==> src/rtl/div_32_seq_if.sv <==
// Request/response bundle between the datapath sequencer and the sequential divider.
// The sequencer is the master; the divider is the slave.
interface div_32_seq_if #(
   parameter int WIDTH = 32
);

   logic             start;
   logic [WIDTH-1:0] dividend;
   logic [WIDTH-1:0] divisor;
   logic             busy;
   logic             done;
   logic [WIDTH-1:0] quotient;
   logic [WIDTH-1:0] remainder;
   logic             div_zero;

   modport master (
      output start, dividend, divisor,
      input  busy, done, quotient, remainder, div_zero
   );

   modport slave (
      input  start, dividend, divisor,
      output busy, done, quotient, remainder, div_zero
   );

endinterface

==> src/rtl/div_32_seq.sv <==
// Iterative signed restoring divider: one quotient bit per clock on operand magnitudes,
// with signs restored at the end. Quotient truncates toward zero; remainder follows the dividend.
module div_32_seq #(
   parameter int WIDTH = 32
) (
   input logic          Clock,
   input logic          Clear,
   div_32_seq_if.slave  bus
);

   localparam int CW = $clog2(WIDTH);

   typedef enum logic [2:0] {IDLE, PREP, ITER, FIX, DONE} state_t;

   state_t           r_state;
   state_t           w_nextState;

   logic [WIDTH-1:0] r_dividend;
   logic [WIDTH-1:0] r_divisor;
   logic [WIDTH-1:0] r_absDivisor;
   logic [WIDTH-1:0] r_rem;
   logic [WIDTH-1:0] r_quo;
   logic             r_quoSign;
   logic             r_remSign;
   logic [CW-1:0]    r_count;
   logic [WIDTH-1:0] r_quotient;
   logic [WIDTH-1:0] r_remainder;
   logic             r_divZero;
   logic             r_busy;
   logic             r_done;

   logic [WIDTH-1:0] w_absDividend;
   logic [WIDTH-1:0] w_absDivisor;
   logic [WIDTH-1:0] w_shift;
   logic [WIDTH:0]   w_trial;

   // The most negative value maps onto itself, which reads correctly as an unsigned magnitude.
   assign w_absDividend = r_dividend[WIDTH-1] ? -r_dividend : r_dividend;
   assign w_absDivisor  = r_divisor[WIDTH-1]  ? -r_divisor  : r_divisor;

   // The partial remainder stays below |divisor| <= 2^(WIDTH-1), so the shift never loses a bit.
   assign w_shift = {r_rem[WIDTH-2:0], r_quo[WIDTH-1]};
   assign w_trial = {1'b0, w_shift} - {1'b0, r_absDivisor};

   always_ff @(posedge Clock or negedge Clear) begin
      if (!Clear) begin
         r_state <= IDLE;
      end else begin
         r_state <= w_nextState;
      end
   end

   always_comb begin
      w_nextState = r_state;
      case (r_state)
         IDLE:    if (bus.start) w_nextState = PREP;
         PREP:    w_nextState = ITER;
         ITER:    if (r_count == '0) w_nextState = FIX;
         FIX:     w_nextState = DONE;
         DONE:    w_nextState = IDLE;
         default: w_nextState = IDLE;
      endcase
   end

   always_ff @(posedge Clock or negedge Clear) begin
      if (!Clear) begin
         r_dividend   <= '0;
         r_divisor    <= '0;
         r_absDivisor <= '0;
         r_rem        <= '0;
         r_quo        <= '0;
         r_quoSign    <= 1'b0;
         r_remSign    <= 1'b0;
         r_count      <= '0;
         r_quotient   <= '0;
         r_remainder  <= '0;
         r_divZero    <= 1'b0;
         r_busy       <= 1'b0;
         r_done       <= 1'b0;
      end else begin
         r_busy <= (w_nextState != IDLE);
         r_done <= (w_nextState == DONE);
         case (r_state)
            IDLE: begin
               if (bus.start) begin
                  r_dividend <= bus.dividend;
                  r_divisor  <= bus.divisor;
               end
            end
            PREP: begin
               r_quo        <= w_absDividend;
               r_absDivisor <= w_absDivisor;
               r_quoSign    <= r_dividend[WIDTH-1] ^ r_divisor[WIDTH-1];
               r_remSign    <= r_dividend[WIDTH-1];
               r_rem        <= '0;
               r_count      <= CW'(WIDTH - 1);
            end
            ITER: begin
               if (!w_trial[WIDTH]) begin
                  r_rem <= w_trial[WIDTH-1:0];
                  r_quo <= {r_quo[WIDTH-2:0], 1'b1};
               end else begin
                  r_rem <= w_shift;
                  r_quo <= {r_quo[WIDTH-2:0], 1'b0};
               end
               r_count <= r_count - CW'(1);
            end
            FIX: begin
               if (r_divisor == '0) begin
                  r_quotient  <= '1;
                  r_remainder <= r_dividend;
                  r_divZero   <= 1'b1;
               end else begin
                  r_quotient  <= r_quoSign ? -r_quo : r_quo;
                  r_remainder <= r_remSign ? -r_rem : r_rem;
                  r_divZero   <= 1'b0;
               end
            end
            default: ;
         endcase
      end
   end

   assign bus.busy      = r_busy;
   assign bus.done      = r_done;
   assign bus.quotient  = r_quotient;
   assign bus.remainder = r_remainder;
   assign bus.div_zero  = r_divZero;

endmodule

==> src/flat_wrapper.sv <==
// flat-port wrapper written by rule: the top's interface ports become plain ports
module div_32_seq_flat 
#(
   parameter int WIDTH = 32
)
  (Clock, Clear, bus_start, bus_dividend, bus_divisor, bus_busy, bus_done, bus_quotient, bus_remainder, bus_div_zero);
  div_32_seq_if #(.WIDTH(WIDTH)) bus_i ();
  input logic Clock;
  input logic Clear;
  input wire logic [$bits(bus_i.start)-1:0] bus_start;
  input wire logic [$bits(bus_i.dividend)-1:0] bus_dividend;
  input wire logic [$bits(bus_i.divisor)-1:0] bus_divisor;
  output wire logic [$bits(bus_i.busy)-1:0] bus_busy;
  output wire logic [$bits(bus_i.done)-1:0] bus_done;
  output wire logic [$bits(bus_i.quotient)-1:0] bus_quotient;
  output wire logic [$bits(bus_i.remainder)-1:0] bus_remainder;
  output wire logic [$bits(bus_i.div_zero)-1:0] bus_div_zero;
  assign bus_i.start = bus_start;
  assign bus_i.dividend = bus_dividend;
  assign bus_i.divisor = bus_divisor;
  assign bus_busy = bus_i.busy;
  assign bus_done = bus_i.done;
  assign bus_quotient = bus_i.quotient;
  assign bus_remainder = bus_i.remainder;
  assign bus_div_zero = bus_i.div_zero;
  div_32_seq #(.WIDTH(WIDTH)) u_core (.Clock(Clock), .Clear(Clear), .bus(bus_i));
endmodule
==> config.mk <==
export PLATFORM = sky130hd
export DESIGN_NAME = div_32_seq_flat
export DESIGN_NICKNAME = d
export VERILOG_FILES = /design/src/rtl/div_32_seq_if.sv /design/src/rtl/div_32_seq.sv /design/src/flat_wrapper.sv
export SDC_FILE = /design/constraint.sdc
export NUM_CORES = 1
export LEC_CHECK = 0
export CAP_MARGIN = 10
export CORE_MARGIN = 2
export CORE_UTILIZATION = 50
export DETAILED_ROUTE_END_ITERATION = 8
export PLACE_DENSITY_LB_ADDON = 0.05
export SLEW_MARGIN = 20
export SYNTH_ARGS = -nofsm -noshare
export SYNTH_HDL_FRONTEND = slang
export SYNTH_SLANG_ARGS = --single-unit
==> constraint.sdc <==
create_clock -name Clock -period 4.4 [get_ports Clock]
set_input_delay 0.88 -clock Clock [delete_from_list [all_inputs] [get_ports Clock]]
set_output_delay 0.88 -clock Clock [all_outputs]
set_load 0.005 [all_outputs]
Word-level counts from Yosys, hierarchy flattened
Index checks and enable logic that the tools add are counted.
{"block": "word_totals", "regBits": 237, "inputBits": 67, "output_inout_bits": 67, "elab_cells": 46}
{"block": "classes", "addsub": 6, "eq_ne": 4, "muxes": 15, "bitwise": 1, "reduce_logical": 6}
{"operator": "32-bit two-way mux", "count": 7}
{"operator": "32-bit negator", "count": 4}
{"operator": "32-bit case mux with 2 select lines", "count": 2}
{"operator": "32-bit by 32-bit subtractor with 33-bit output", "count": 1}
{"operator": "32-bit logical NOT", "count": 1}
{"operator": "3-bit case mux with 4 select lines", "count": 1}
{"operator": "5-bit case mux with 2 select lines", "count": 1}
{"operator": "3-bit by 2-bit equality test with 1-bit output, second input constant", "count": 2}
{"operator": "3-bit two-way mux", "count": 2}
{"operator": "5-bit logical NOT", "count": 1}
{"operator": "5-bit by 1-bit subtractor with 5-bit output, second input constant", "count": 1}
{"operator": "3-bit by 1-bit equality test with 1-bit output, second input constant", "count": 1}
{"operator": "3-bit equality test, second input constant", "count": 1}
{"operator": "3-bit logical NOT", "count": 1}
{"operator": "3-bit nonzero test", "count": 1}
{"operator": "1-bit two-way mux", "count": 2}
{"operator": "2-bit AND reduction", "count": 1}
{"operator": "2-bit nonzero test", "count": 1}
{"operator": "1-bit XOR", "count": 1}

Longest topological paths before layout
Gate-level depths: netlist of run 1.
{"block": "logic_depth", "depth_word": 4, "mapped_depth": 12}

Least setup slack after synthesis of run 1
No wires, ideal clock.
{"block": "synth_path", "path_kind": "register -> register", "start": "reg u_core.r_quo[31]", "end": "reg u_core.r_rem[9]", "setup_ps": 133, "arrival_time_ps": 2964, "slack_ps": 1303, "path_stages_with_launch": 13, "n_path_buf": 1, "period_less_slack_ps": 3097, "cell_sequence": "dfrtp_1 > inv_1 > ha_1 > fa_1 > nand2b_1 > a21oi_1 > o21ai_0 > o21ai_0 > a211oi_1 > nor2_1 > buf_2 > mux2i_1 > o21ai_0"}
{"block": "synth_between", "elab_chain_len": 3}
{"element": "from (decl)", "line_no": "div_32_seq.sv:22", "rtl": "logic [WIDTH-1:0] r_quo;"}
{"element": "from (signal assigned)", "line_no": "div_32_seq.sv:91", "rtl": "r_quo <= w_absDividend;"}
{"element": "from (signal assigned)", "line_no": "div_32_seq.sv:101", "rtl": "r_quo <= {r_quo[WIDTH-2:0], 1'b1};"}
{"element": "from (signal assigned)", "line_no": "div_32_seq.sv:104", "rtl": "r_quo <= {r_quo[WIDTH-2:0], 1'b0};"}
{"element": "32-bit by 32-bit subtractor with 33-bit output", "line_no": "div_32_seq.sv:43", "rtl": "assign w_trial = {1'b0, w_shift} - {1'b0, r_absDivisor};"}
{"element": "32-bit two-way mux", "line_no": "div_32_seq.sv:99", "rtl": "if (!w_trial[WIDTH]) begin"}
{"element": "32-bit case mux with 2 select lines", "line_no": "div_32_seq.sv:83", "rtl": "case (r_state)"}
{"element": "to (signal assigned)", "line_no": "div_32_seq.sv:100", "rtl": "r_rem <= w_trial[WIDTH-1:0];"}
{"element": "to (signal assigned)", "line_no": "div_32_seq.sv:103", "rtl": "r_rem <= w_shift;"}
{"element": "to (decl)", "line_no": "div_32_seq.sv:21", "rtl": "logic [WIDTH-1:0] r_rem;"}
Every way passes these cells.
A chain may end at the register's enable or synchronous reset.

Worst setup path in the final report of run 1
{"block": "layout_path", "start": "reg u_core.r_divisor[0]", "end": "reg u_core.r_quotient[7], in the netlist u_core.bus.quotient[7]"}
{"block": "layout_between", "elab_chain_len": 2}
{"element": "from (decl)", "line_no": "div_32_seq.sv:19", "rtl": "logic [WIDTH-1:0] r_divisor;"}
{"element": "from (signal assigned)", "line_no": "div_32_seq.sv:87", "rtl": "r_divisor <= bus.divisor;"}
{"element": "32-bit logical NOT", "line_no": "div_32_seq.sv:109", "rtl": "if (r_divisor == '0) begin"}
{"element": "32-bit two-way mux", "line_no": "div_32_seq.sv:109"}
{"element": "to (signal assigned)", "line_no": "div_32_seq.sv:114", "rtl": "r_quotient <= r_quoSign ? -r_quo : r_quo;"}
{"element": "to (decl)", "line_no": "div_32_seq.sv:26", "rtl": "logic [WIDTH-1:0] r_quotient;"}
Every way passes these cells.

==> results of run 1 <==
## cell type report
class	count	area share, %
Timing Repair Buffer	153	9.452
Clock inverter	8	0.6053
Inverter	54	1.257
Multi-Input combinational cell	1079	44.21
Clock buffer	42	5.036
Tap cell	341	2.646
Sequential cell	237	36.79
## through the flow
stage | cells | utilization (%) | power [W] | cell area (um^2) | hold slack, ns
after detailed placement | 1864 | 56.76 | 0.01109 | 15210 | 0.4613
after CTS | 1914 | 60.15 | 0.01342 | 16120 | 0.4441
after floorplan | 1452 | - | 0.008893 | 13610 | 0.4461
after global routing | 1914 | 60.16 | 0.01451 | 16120 | 0.4781
final | 1914 | 60.16 | 0.01332 | 16120 | 0.4094
after global placement | 1864 | 56.76 | 0.01096 | 15210 | 0.4618
## metal layers
metal  routed length [um]  GRT usage (%)  vias to the layer above
li1                     -              -                     5392
met1                15290          32.32                     5228
met2                15970          40.81                      218
met3                 1089          2.572                       42
met4                  648          5.360                        0
met5                    0              0                        -
## cells by family after synthesis
group                    Yosys count  share of synthesized area [%]
flip-flops                       237                          43.59
multiplexers                      88                          7.016
adder cells (fa/ha/maj)           40                          3.733
AND/OR/NAND/NOR                  375                          12.75
XOR/XNOR                         146                          9.398
AO/OA/AOI/OAI                    430                          19.30
buffers and inverters            136                          4.211
## worst paths after layout
kind	start	endpoint	slack, ns	cells after the start
max in group asynchronous	Clear	u_core.r_rem[18]	3.05	2
min in group Clock	u_core.r_absDivisor[11]	u_core.r_absDivisor[11]	0.48	2
worst min-delay path	Clear	u_core.r_dividend[14]	0.41	1
worst min register to register	u_core.r_absDivisor[11]	u_core.r_absDivisor[11]	0.48	2
worst max register to register	u_core.r_divisor[0]	u_core.bus.quotient[7]	0.62	9
worst max-delay path	u_core.r_divisor[0]	u_core.bus.quotient[7]	0.62	9
## worst register-to-register path: stages, from the launching register on
cell,delay [ns]
dfrtp_1,0.39
inv_1,0.10
ha_1,0.17
nor3b_1,0.31
nand4_1,0.27
or4_4,0.49
or4_4,0.48
or3_2,0.90
buf_4,0.39
a31oi_1,0.20
## where the power goes
part,switching [W],internal (W)
sequential,0.00122,0.00318
combinational,0.00347,0.00316
clock,0.000903,0.00138
total,0.00560,0.00772
## Yosys cell counts (all sizes together), types with 3 or more instances
cell    number
a21oi       41
buf         13
or2         10
nor2        69
clkbuf      69
nand4       10
or3         23
o21a         3
a32oi        7
inv         54
a31oi       36
mux2        59
nand2      190
nand3       12
a21o        13
or4         14
o21bai       3
a221oi       4
dfrtp      237
xor2       114
o22ai        3
nand3b       3
and3         3
xnor2       32
a211oi      10
a22oi       32
ha          39
nor4         7
o211ai       4
mux2i       29
nor2b        8
o41ai       17
o21ai      202
nand2b       6
o31ai       42
nor3        12
## sequential cells by signal (all words and copies together), names as in the netlist
register              flops
u_core.r_quo             32
u_core.r_state            3
u_core.bus.done           1
u_core.r_count            5
u_core.bus.div_zero       1
u_core.bus.busy           1
u_core.r_rem             32
u_core.r_quoSign          1
u_core.bus.quotient      32
u_core.r_remSign          1
u_core.r_absDivisor      32
u_core.r_dividend        32
u_core.bus.remainder     32
u_core.r_divisor         32
==> impl_metrics.env, run 1 <==
export IMPL_status="finished, final reports clean"
export IMPL_worstSetupPathType="reg -> reg"
export IMPL_dp_hpwl_um=23820
export IMPL_synth_top_area_share_pct=43.59
export IMPL_tns_ns=0
export IMPL_wl_per_cell_um=17.24
export IMPL_pwr_density_cell_nw_per_um2=825.8
export IMPL_synthesis_nets=1559
export IMPL_rsz0062_at_grt="no"
export IMPL_cp_max_fo=57
export IMPL_slew_headroom_pct=33.91
export IMPL_postSynthCellCount=1452
export IMPL_cts_max_level=1
export IMPL_path_delay_family="simple AND/OR/NAND/NOR gates"
export IMPL_mostFrequentLayoutCell="dfrtp_1"
export IMPL_io_pins=134
export IMPL_grt_start_max_net_pins=112
export IMPL_ant_nets=0
export IMPL_drv_slew=0
export IMPL_clk_latency_ns=0.54
export IMPL_via_per_inst=5.684
export IMPL_gp_routability_congestion=0.8717
export IMPL_track_usage_pct=23.69
export IMPL_dr_total_vias=10880
export IMPL_cts_sinks=237
export IMPL_synthToLayoutAreaGrowth_pct=18.49
export IMPL_fin_crit_ns=3.782
export IMPL_die_w_um=169.0
export IMPL_cts_setup_buffers=0
export IMPL_overflow=0
export IMPL_ys_warnings_count=0
export IMPL_register_area_um2=5932
export IMPL_tightest_slew_ns=0.9914
export IMPL_grt_first_pass_wirelength_um=55520
export IMPL_antenna_cells=0
export IMPL_synth_seq_cells=237
export IMPL_drc_errors=0
export IMPL_cts_tree="built"
export IMPL_min_path_type="in -> async"
export IMPL_place_ws_ns=0.5974
export IMPL_initial_core_util_pct=50.77
export IMPL_crit_path_frequent_cell="or4_4"
export IMPL_drt_iter0_drc=727
export IMPL_finalCritPeriodShare_pct=85.95
export IMPL_cts_hold_buf=0
export IMPL_leakagePower_nw=6.987
export IMPL_ir_drop_uv=391.5
export IMPL_path_clk_slew_ns=0.06
export IMPL_setup_viol=0
export IMPL_die_h_um=169.0
export IMPL_hold_violations=0
export IMPL_synth_edf_count=0
export IMPL_cts_buffer_depth=3
export IMPL_cp_slowest_stage_delay_ns=0.90
export IMPL_cts_root_buf="clkbuf_16"
export IMPL_layout_common_cells="236 x dfrtp_1, 196 x o21ai_0, 189 x nand2_1, 132 x clkdlybuf4s50_1, 114 x xor2_1"
export IMPL_clock_fmax_ghz=0.2644
export IMPL_core_area_um2=26800
export IMPL_port_buffers=133
export IMPL_endpoint_kind="flop"
export IMPL_cp_num_buf_inv=2
export IMPL_dieArea_um2=28550
export IMPL_synthArstFlopShare_pct=100.0
export IMPL_worst_slack_ns=0.6181
export IMPL_multi_input_area_um2=7128
export IMPL_nFillCells=2376
export IMPL_drt_total_wl_um=33000
export IMPL_yosys_area_top_type="dfrtp_1"
export IMPL_synthDistinctLibCells=62
export IMPL_fin_skew_ns=0.01437
export IMPL_crit_chain="inv_1, ha_1, nor3b_1, nand4_1, or4_4, or4_4, or3_2, buf_4, a31oi_1"
export IMPL_critPathLaunchType="flop"
export IMPL_antenna_found_initial=0
export IMPL_drive_gt1_share_pct=9.599
export IMPL_ys_seq_area_share_pct=43.59
export IMPL_numCtsBuffers=27
export IMPL_drv_cap=0
export IMPL_cts_resized=0
export IMPL_rows=60
export IMPL_synthTopCellsByArea="dfrtp_1 44%, xor2_1 7.3%, o21ai_0 7.2%"
export IMPL_cp_slowest_cell="or3_2"
export IMPL_synthFlopType="dfrtp_1"
export IMPL_syn_area_per_cell_um2=9.371
export IMPL_fin_nets=1659
export IMPL_drt_pass1_iterations=5
export IMPL_grt_pass1_vias=10607
export IMPL_worstPathArrival_ns=4.24
export IMPL_syn_cell_area_um2=13610
export IMPL_cp_required_ns=4.86
Note: power is estimated with default switching activity, not from simulation.
==> run 2, diff against run 1 <==
--- a/config.mk
+++ b/config.mk
@@ -10,6 +10,7 @@
 export CORE_UTILIZATION = 50
 export DETAILED_ROUTE_END_ITERATION = 8
 export PLACE_DENSITY_LB_ADDON = 0.05
+export SETUP_SLACK_MARGIN = 0.3
 export SLEW_MARGIN = 20
 export SYNTH_ARGS = -nofsm -noshare
 export SYNTH_HDL_FRONTEND = slang
==> results of run 2 <==
Final layout, timing and power as in run 1 (identical DEF).
==> run 3, diff against run 2 <==
--- a/config.mk
+++ b/config.mk
@@ -9,6 +9,7 @@
 export CORE_MARGIN = 2
 export CORE_UTILIZATION = 50
 export DETAILED_ROUTE_END_ITERATION = 8
+export GPL_ROUTABILITY_DRIVEN = 1
 export PLACE_DENSITY_LB_ADDON = 0.05
 export SETUP_SLACK_MARGIN = 0.3
 export SLEW_MARGIN = 20
==> results of run 3 <==
Final layout, timing and power as in run 1 (identical DEF).
